File: src/rtl/cpu_pkg.sv
// Shared encodings for the RV32I multicycle controller: FSM states, opcodes,
// and the select/op encodings that the datapath decodes.
package cpu_pkg;

  typedef enum logic [2:0] {
    S_FETCH     = 3'd0,
    S_DECODE    = 3'd1,
    S_EXECUTE   = 3'd2,
    S_MEM       = 3'd3,
    S_WRITEBACK = 3'd4,
    S_HALT      = 3'd5
  } state_t;

  localparam logic [6:0] OP_R      = 7'b0110011;
  localparam logic [6:0] OP_IMM    = 7'b0010011;
  localparam logic [6:0] OP_LOAD   = 7'b0000011;
  localparam logic [6:0] OP_STORE  = 7'b0100011;
  localparam logic [6:0] OP_BRANCH = 7'b1100011;
  localparam logic [6:0] OP_JAL    = 7'b1101111;
  localparam logic [6:0] OP_JALR   = 7'b1100111;
  localparam logic [6:0] OP_LUI    = 7'b0110111;
  localparam logic [6:0] OP_AUIPC  = 7'b0010111;

  typedef enum logic [3:0] {
    ALU_ADD    = 4'd0,
    ALU_SUB    = 4'd1,
    ALU_SLL    = 4'd2,
    ALU_SLT    = 4'd3,
    ALU_SLTU   = 4'd4,
    ALU_XOR    = 4'd5,
    ALU_SRL    = 4'd6,
    ALU_SRA    = 4'd7,
    ALU_OR     = 4'd8,
    ALU_AND    = 4'd9,
    ALU_PASS_B = 4'd10
  } alu_op_t;

  typedef enum logic [1:0] {
    PC_PLUS4  = 2'd0,
    PC_BRANCH = 2'd1,
    PC_JAL    = 2'd2,
    PC_JALR   = 2'd3
  } pc_src_t;

  typedef enum logic [1:0] {
    WB_ALU = 2'd0,
    WB_MEM = 2'd1,
    WB_PC4 = 2'd2
  } wdata_sel_t;

  typedef enum logic [2:0] {
    IMM_I = 3'd0,
    IMM_S = 3'd1,
    IMM_B = 3'd2,
    IMM_U = 3'd3,
    IMM_J = 3'd4
  } imm_sel_t;

  function automatic logic is_legal_opcode(input logic [6:0] op);
    case (op)
      OP_R, OP_IMM, OP_LOAD, OP_STORE, OP_BRANCH,
      OP_JAL, OP_JALR, OP_LUI, OP_AUIPC: return 1'b1;
      default:                           return 1'b0;
    endcase
  endfunction

  function automatic imm_sel_t imm_sel_for(input logic [6:0] op);
    case (op)
      OP_STORE:         return IMM_S;
      OP_BRANCH:        return IMM_B;
      OP_LUI, OP_AUIPC: return IMM_U;
      OP_JAL:           return IMM_J;
      default:          return IMM_I;
    endcase
  endfunction

endpackage

File: src/rtl/alu_decoder.sv
// Combinational ALU-op decode from opcode, funct3 and funct7[5].
module alu_decoder
  import cpu_pkg::*;
(
  input  logic [6:0] opcode,
  input  logic [2:0] funct3,
  input  logic       funct7_b5,
  output alu_op_t    alu_op
);

  logic is_r;
  logic is_arith;

  assign is_r     = (opcode == OP_R);
  assign is_arith = is_r || (opcode == OP_IMM);

  always_comb begin
    alu_op = ALU_ADD;
    if (is_arith) begin
      case (funct3)
        // I-type has no subtract: bit 30 is part of the immediate there
        3'b000: if (is_r && funct7_b5) alu_op = ALU_SUB; else alu_op = ALU_ADD;
        3'b001: alu_op = ALU_SLL;
        3'b010: alu_op = ALU_SLT;
        3'b011: alu_op = ALU_SLTU;
        3'b100: alu_op = ALU_XOR;
        3'b101: if (funct7_b5) alu_op = ALU_SRA; else alu_op = ALU_SRL;
        3'b110: alu_op = ALU_OR;
        3'b111: alu_op = ALU_AND;
      endcase
    end else if (opcode == OP_LUI) begin
      alu_op = ALU_PASS_B;
    end
  end

endmodule

File: src/rtl/multicycle_controller.sv
// Multicycle RV32I control FSM: fetch/decode/execute/mem/writeback sequencing,
// memory handshakes with wait timeout, halt on illegal opcode, retire counter.
module multicycle_controller
  import cpu_pkg::*;
#(
  parameter int MEM_WAIT_MAX = 15,
  parameter int CNT_W        = 32
) (
  input  logic             clk,
  input  logic             reset,
  input  logic [31:0]      instruction,
  output logic             imem_req,
  input  logic             imem_ready,
  output logic             dmem_req,
  output logic             dmem_we,
  input  logic             dmem_ready,
  input  logic             branch_taken,
  output logic             ir_write,
  output logic             pc_write,
  output logic [1:0]       pc_src,
  output logic             rf_write_enable,
  output logic [1:0]       rf_wdata_sel,
  output logic             alu_src_a,
  output logic             alu_src_b,
  output logic [2:0]       imm_sel,
  output logic [3:0]       alu_op,
  output logic             halted,
  output logic             illegal,
  output logic             timeout,
  output logic [CNT_W-1:0] retired_count
);

  localparam int WAIT_W = $clog2(MEM_WAIT_MAX + 1);

  state_t            state;
  state_t            state_nxt;
  logic              active;
  logic [WAIT_W-1:0] wait_cnt;
  logic [WAIT_W-1:0] wait_cnt_nxt;
  logic              stall;
  logic              wait_expired;
  logic              illegal_set;
  logic              timeout_set;
  logic [6:0]        opcode;
  logic [4:0]        rd;
  alu_op_t           dec_alu_op;
  logic              unused_instr_bits;

  assign opcode            = instruction[6:0];
  assign rd                = instruction[11:7];
  assign unused_instr_bits = ^{instruction[31], instruction[29:15]};

  alu_decoder u_alu_decoder (
    .opcode    (opcode),
    .funct3    (instruction[14:12]),
    .funct7_b5 (instruction[30]),
    .alu_op    (dec_alu_op)
  );

  // Requests stay low while reset is held and until the first edge after release
  always_ff @(posedge clk or posedge reset) begin
    if (reset) begin
      state         <= S_FETCH;
      active        <= 1'b0;
      wait_cnt      <= '0;
      illegal       <= 1'b0;
      timeout       <= 1'b0;
      retired_count <= '0;
    end else begin
      active   <= 1'b1;
      state    <= state_nxt;
      wait_cnt <= wait_cnt_nxt;
      if (illegal_set) illegal <= 1'b1;
      if (timeout_set) timeout <= 1'b1;
      if (pc_write)    retired_count <= retired_count + CNT_W'(1);
    end
  end

  assign stall = active && (((state == S_FETCH) && !imem_ready) ||
                            ((state == S_MEM)   && !dmem_ready));
  assign wait_expired = stall && (wait_cnt == WAIT_W'(MEM_WAIT_MAX - 1));

  always_comb begin
    state_nxt   = state;
    illegal_set = 1'b0;
    timeout_set = 1'b0;
    if (active) begin
      case (state)
        S_FETCH: begin
          if (wait_expired) begin
            state_nxt   = S_HALT;
            timeout_set = 1'b1;
          end else if (imem_ready) begin
            state_nxt = S_DECODE;
          end
        end
        S_DECODE: begin
          if (is_legal_opcode(opcode)) begin
            state_nxt = S_EXECUTE;
          end else begin
            state_nxt   = S_HALT;
            illegal_set = 1'b1;
          end
        end
        S_EXECUTE: begin
          if ((opcode == OP_LOAD) || (opcode == OP_STORE)) state_nxt = S_MEM;
          else if (opcode == OP_BRANCH)                    state_nxt = S_FETCH;
          else                                             state_nxt = S_WRITEBACK;
        end
        S_MEM: begin
          if (wait_expired) begin
            state_nxt   = S_HALT;
            timeout_set = 1'b1;
          end else if (dmem_ready) begin
            state_nxt = (opcode == OP_LOAD) ? S_WRITEBACK : S_FETCH;
          end
        end
        S_WRITEBACK: state_nxt = S_FETCH;
        S_HALT:      state_nxt = S_HALT;
        default:     state_nxt = S_HALT;
      endcase
    end
  end

  // Wait counter only runs across consecutive stall cycles in the same state
  assign wait_cnt_nxt = (stall && (state_nxt == state)) ? wait_cnt + WAIT_W'(1) : '0;

  always_comb begin
    imem_req        = 1'b0;
    dmem_req        = 1'b0;
    dmem_we         = 1'b0;
    ir_write        = 1'b0;
    pc_write        = 1'b0;
    pc_src          = PC_PLUS4;
    rf_write_enable = 1'b0;
    rf_wdata_sel    = WB_ALU;
    alu_src_a       = 1'b0;
    alu_src_b       = 1'b0;
    imm_sel         = IMM_I;
    alu_op          = ALU_ADD;
    if (active) begin
      case (state)
        S_FETCH: begin
          imem_req = 1'b1;
          ir_write = imem_ready;
        end
        S_EXECUTE: begin
          alu_op    = dec_alu_op;
          alu_src_a = (opcode == OP_AUIPC);
          alu_src_b = !((opcode == OP_R) || (opcode == OP_BRANCH));
          imm_sel   = imm_sel_for(opcode);
          if (opcode == OP_BRANCH) begin
            pc_write = 1'b1;
            pc_src   = branch_taken ? PC_BRANCH : PC_PLUS4;
          end
        end
        S_MEM: begin
          dmem_req = 1'b1;
          dmem_we  = (opcode == OP_STORE);
          if ((opcode == OP_STORE) && dmem_ready) pc_write = 1'b1;
        end
        S_WRITEBACK: begin
          rf_write_enable = (rd != 5'd0);
          pc_write        = 1'b1;
          if (opcode == OP_LOAD) begin
            rf_wdata_sel = WB_MEM;
          end else if (opcode == OP_JAL) begin
            rf_wdata_sel = WB_PC4;
            pc_src       = PC_JAL;
          end else if (opcode == OP_JALR) begin
            rf_wdata_sel = WB_PC4;
            pc_src       = PC_JALR;
          end
        end
        default: ;
      endcase
    end
  end

  assign halted = (state == S_HALT);

endmodule

File: config.mk
export PLATFORM = sky130hd
export DESIGN_NAME = multicycle_controller
export DESIGN_NICKNAME = d
export VERILOG_FILES = /design/src/rtl/cpu_pkg.sv /design/src/rtl/alu_decoder.sv /design/src/rtl/multicycle_controller.sv
export SDC_FILE = /design/constraint.sdc
export NUM_CORES = 1
export LEC_CHECK = 0
export ABC_CLOCK_PERIOD_IN_PS = 1800
export BUFFER_PORTS_ARGS = -buffer_cell sky130_fd_sc_hd__buf_4
export CORE_ASPECT_RATIO = 1.75
export CORE_MARGIN = 4
export CORE_UTILIZATION = 35
export DETAILED_ROUTE_END_ITERATION = 10
export HOLD_SLACK_MARGIN = 0.05
export PLACE_DENSITY_LB_ADDON = 0.25
export SLEW_MARGIN = 40
export SYNTH_ARGS = -nofsm -noshare
export SYNTH_HDL_FRONTEND = slang
export SYNTH_SLANG_ARGS = --single-unit
File: constraint.sdc
create_clock -name clk -period 1.8 [get_ports clk]
set_input_delay 0.36 -clock clk [delete_from_list [all_inputs] [get_ports clk]]
set_output_delay 0.36 -clock clk [all_outputs]
set_load 0.02 [all_outputs]
-- Word level (Yosys, flattened, before mapping)
Cells that the tools add are included.
- add/sub/neg operators: 2
- equality and inequality tests: 23
- mux-type cells: 60
- reductions and logical operators: 20
- operators with widths (kind ; count):
    2-to-1 mux 3 bit ; 11
    adder 32 x 1 -> 32 bit, second input constant ; 1
    one-hot mux 4 bit (8 select lines) ; 1
    2-to-1 mux 1 bit ; 30
    == test 7 x 6 -> 1 bit, second input constant ; 3
    == test 7 bit, second input constant ; 3
    2-to-1 mux 4 bit ; 5
    == test 3 bit, second input constant ; 6
    2-to-1 mux 2 bit ; 9
    one-hot mux 3 bit (5 select lines) ; 1
    == test 7 x 5 -> 1 bit, second input constant ; 2
    == test 3 x 2 -> 1 bit, second input constant ; 4
    one-hot mux 3 bit (4 select lines) ; 1
    OR reduction 9 bit ; 1
    == test 7 x 2 -> 1 bit, second input constant ; 1
    logical AND 1 bit ; 7
    == test 3 x 1 -> 1 bit, second input constant ; 2
    zero test 3 bit ; 2
    nonzero test 5 bit ; 1
    adder 4 x 1 -> 4 bit, second input constant ; 1
    == test 4 bit, second input constant ; 1
    logical OR 1 bit ; 4
    one-hot mux 2 bit (2 select lines) ; 1
    OR reduction 2 bit ; 2
    3 further kinds ; 5
- flip-flop bits (word level): 42
- bits of input ports: 37
- output and inout port bits: 54
- word-level logic and storage cells: 111

-- Logic depth before layout (Yosys ltp)
- depth in word-level cells: 11
- depth in mapped cells: 7
- mapped depth without buffers: 6

-- Hierarchy
Synthesis repeated with hierarchy kept, for this count alone.
- cells, all modules: 269
- area total of the unflattened synthesis: 2617.5 um^2
- by module, submodules not included (module ; instances ; cells an instance ; area each (um^2) ; seq. area each (um^2)):
    multicycle_controller ; 1 ; 248 ; 2482.4 ; 1051.0
    alu_decoder ; 1 ; 21 ; 135.1 ; 0.0

-- Worst setup path before layout
No wires, ideal clock.
- path kind: reg-to-output
- from: reg active
- to: out alu_op[0]
- arrival time: 1.721 ns
- required time: 1.440 ns
- setup slack: -0.281 ns
- stages on the path, launching flop included: 6
- buffers on the path: 1
- cells stage by stage: dfrtp_1 > clkbuf_1 > nor2b_1 > nand3b_1 > nand2b_1 > a211oi_1
- word-level cells in the longest chain between the ends: 1
- RTL lines (element ; line ; text):
    start: declaration ; multicycle_controller.sv:37 ; logic active;
    start signal: assignment ; multicycle_controller.sv:64 ; active <= 1'b0;
    start signal: assignment ; multicycle_controller.sv:70 ; active <= 1'b1;
    2-to-1 mux 4 bit ; multicycle_controller.sv:141 ; if (active) begin
    end: declaration ; multicycle_controller.sv:26 ; output logic [3:0] alu_op,
No other way between the ends.

-- Worst setup path after layout
- from: reg state[2]
- to: out pc_write
- word-level cells in the longest chain between the ends: 3
- elaborated cells on any way between the ends: 5
- those cells by class: eq/ne: 3; mux: 2
- RTL lines (element ; line ; text):
    start: declaration ; multicycle_controller.sv:35 ; state_t state;
    start signal: assignment ; multicycle_controller.sv:71 ; state <= state_nxt;
    == test 3 bit or == test 3 x 2 -> 1 bit (tied branches) ; multicycle_controller.sv:142 ; case (state)
    one-hot mux 1 bit (3 select lines) (*) ; multicycle_controller.sv:142 ;
    2-to-1 mux 1 bit (*) ; multicycle_controller.sv:141 ;
    end: declaration ; multicycle_controller.sv:19 ; output logic pc_write,
Mark *: on every way between the ends. The rest lies on a longest branch, timed or not.

==> flow_metrics.env <==
export IMPL_run_status="finished, violations left"
export IMPL_violations="negative setup slack"
export IMPL_track_usage=0.173
export IMPL_synth_edff_count=0
export IMPL_fin_setup_tns_ns=-4.61
export IMPL_critPathSlowestCell="or3b_4"
export IMPL_synth_warning_count=0
export IMPL_rows=39
export IMPL_dp_hpwl_mm=5.33
export IMPL_use_met3=0.0410
export IMPL_insertion_delay_ns=0.29
export IMPL_fmax_mhz=488
export IMPL_synth_top_area_share=0.433
export IMPL_required_ns=1.44
export IMPL_setup_violations=46
export IMPL_cp_start_kind="flop"
export IMPL_cp_depth=5
export IMPL_worstSetupPathType="flop to primary output"
export IMPL_netlist_instances=261
export IMPL_drv_cap=0
export IMPL_drive_above_1_share=0.523
export IMPL_cts_tree="done"
export IMPL_slew_viol_final=0
export IMPL_worstSetupEndpointType="primary output"
export IMPL_io_pin_count=91
export IMPL_grtUsageMet2=0.318
export IMPL_crit_buf_inv=2
export IMPL_top_usage_layer="met2"
export IMPL_netlist_area_mm2=0.00242
export IMPL_min_path_type="input port to asynchronous set/reset pin"
export IMPL_antenna_cells=0
export IMPL_path_delay_family="simple AND/OR/NAND/NOR gates"
export IMPL_synth_nets=301
export IMPL_coreArea_mm2=0.00664
export IMPL_grt_met1_usage=0.181
export IMPL_worst_slew_pin_slew_ns=0.527
export IMPL_worst_path_largest_cell_delay_ns=0.41
export IMPL_min_period_ns=2.05
export IMPL_path_clk_slew_ns=0.06
export IMPL_ys_types=46
export IMPL_r2r_slack_ns=-0.18
export IMPL_synth_seq_cells=42
export IMPL_irDropWorstVdd_mv=0.714
export IMPL_power_density_mw_per_mm2=730
export IMPL_io_buffer_count=74
export IMPL_synth_area_top_cells="dfrtp_1, xor2_1, xnor2_1"
export IMPL_clockBufferDepth=2
export IMPL_slew_headroom=0.649
export IMPL_synth_top_area_cell="dfrtp_1"
export IMPL_rr_endpoint="retired_count[5]$_DFFE_PP0P_"
export IMPL_nFillCells=573
export IMPL_drc=0
export IMPL_synthArstFlopShare=1.00
export IMPL_die_w_um=70.9
export IMPL_worstRegToRegCells=9
export IMPL_vias=2512
export IMPL_p_leak_nw=2.06
export IMPL_initial_utilization=0.365
export IMPL_htreeDepth=2
export IMPL_die_h_um=118
export IMPL_postCtsHoldBufs=0
export IMPL_p_total_mw=3.08
export IMPL_setup_ws_ns=-0.247
export IMPL_numCtsBuffers=5
export IMPL_clkSinkCount=42
export IMPL_synth_area_per_cell_um2=9.29
export IMPL_synth_flop_cell="dfrtp_1"
export IMPL_rr_startpoint="state[2]$_DFF_PP0_"
export IMPL_nets=444
export IMPL_crit_path_max_fanout=3
export IMPL_routabilityCongestion=0.870
export IMPL_crit_chain="buf_6, or3b_4, o211ai_4, and3_4, buf_4"
export IMPL_hold_viol_final=0
export IMPL_crit_path_end="pc_write"
export IMPL_drt_iter0_markers=104
export IMPL_wl_per_cell_um=15.4
export IMPL_gr_total_overflow=0
export IMPL_crit_start="state[2]$_DFF_PP0_"
export IMPL_antenna_left=0
export IMPL_finClkSkew_ns=0.00585
export IMPL_cp_arrival_ns=1.69
export IMPL_rsz0062_at_grt="true"
export IMPL_grt_max_degree=43
export IMPL_grt_pass1_vias=2590
export IMPL_antenna_found_initial=0
export IMPL_yosysSeqAreaShare=0.433
export IMPL_grt_pass1_wl_mm=11.9
export IMPL_timing_final_crit_share=1.14
export IMPL_area_growth_pct=74.1
export IMPL_die_area_mm2=0.00838
export IMPL_dr_pass1_iters=4
export IMPL_finalWirelength_mm=7.49
export IMPL_viasPerCell=5.16
export IMPL_cts_root_buf="clkbuf_16"
export IMPL_final_core_util=0.636
==> per-layer routing <==
metal | routed length (µm) | vias up
li1 | - | 1210
met1 | 2690 | 1218
met2 | 4200 | 71
met3 | 445 | 13
met4 | 153 | 0
met5 | 0 | -
==> timing repair <==
item / in CTS / in global routing
resized for setup: 26 / 67
endpoints found under the setup margin: 28 / 51
pin swaps: 10 / 33
setup buffers: 6 / 17
gates cloned: 0 / 1
==> where the power goes <==
part / leakage [nW] / total [mW] / internal (mW) / switching [mW]
logic: 1.44 / 1.10 / 0.590 / 0.514
clock network: 0.0739 / 0.908 / 0.550 / 0.359
registers: 0.550 / 1.07 / 0.998 / 0.0719
==> registers in the layout, indices dropped and copies added, names as in the netlist <==
register,count
state,3
active,1
timeout,1
illegal,1
wait_cnt,4
retired_count,32
==> layout by cell type, fill, tap and decap left out, types with 6 or more instances in the layout <==
cell / netlist / layout
nor3_1: 17 / 7
nor2_1: 27 / 17
nand4_1: 14 / 14
nand3_1: 15 / 10
dfrtp_1: 42 / 39
xor2_1: 18 / 18
nor2b_1: 8 / 6
nand3b_1: 7 / 7
a21oi_1: 8 / 6
nand2_1: 17 / 14
inv_1: 9 / 9
clkbuf_16: 0 / 6
nor3_4: 0 / 7
buf_4: 1 / 123
xnor2_1: 16 / 14
buf_6: 0 / 18
==> through the flow <==
stage / instances / hold slack, ns / setup slack, ns / instance area, µm²
final: 487 / 0.212 / -0.247 / 4220
after CTS: 470 / 0.233 / -0.244 / 3770
after global placement: 456 / 0.455 / -0.180 / 3440
after global routing: 487 / 0.277 / -0.309 / 4220
after floorplan: 261 / 0.454 / -0.102 / 2470
after detailed placement: 456 / 0.464 / -0.224 / 3440
==> kinds of logic after synthesis <==
group | Yosys count | share of synthesized area
AO/OA/AOI/OAI | 27 | 0.0810
multiplexers | 2 | 0.00929
other | 1 | 0.00155
adder cells (fa/ha/maj) | 3 | 0.0155
buffers and inverters | 16 | 0.0273
flip-flops | 42 | 0.433
AND/OR/NAND/NOR | 136 | 0.309
XOR/XNOR | 34 | 0.123
==> layout make-up <==
type                    count  area [µm²]  share of cell area
multi-input cells         203        1720               0.407
clock inverters             1        5.00             0.00119
repair buffers            143        1170               0.276
flip-flops and latches     42        1050               0.250
well taps                  82         103              0.0243
inverters                   9        33.8             0.00800
clock buffers               7         143              0.0338
==> worst reg2reg max path: stages (launching register included) <==
cell and delay (ns):
dfrtp_1 0.39, buf_6 0.13, or3b_4 0.41, o211ai_4 0.10, and3_4 0.23, buf_6 0.09, buf_6 0.10, clkbuf_16 0.15
nand4_1 0.11, xnor2_1 0.20
==> synthesized netlist by cell type (all sizes together) (8+ instances only) <==
| master | n |
|---|---|
| nand3 | 15 |
| a21oi | 8 |
| dfrtp | 42 |
| nand2b | 8 |
| nand2 | 17 |
| nor2b | 8 |
| nand4 | 14 |
| nor3 | 17 |
| xor2 | 18 |
| nor2 | 27 |
| inv | 9 |
| xnor2 | 16 |
==> worst min path at each step <==
stage	start	slack, ns	cells after the start	end
global placement	timeout$_DFFE_PP0P_	0.46	1	timeout$_DFFE_PP0P_
detailed placement	timeout$_DFFE_PP0P_	0.46	1	timeout$_DFFE_PP0P_
finish	reset	0.21	3	retired_count[3]$_DFFE_PP0P_
floorplan	wait_cnt[0]$_DFF_PP0_	0.45	1	wait_cnt[0]$_DFF_PP0_
global route	reset	0.28	3	retired_count[1]$_DFFE_PP0P_
CTS	reset	0.23	3	retired_count[20]$_DFFE_PP0P_
Note: power is estimated with default switching activity, not from simulation.
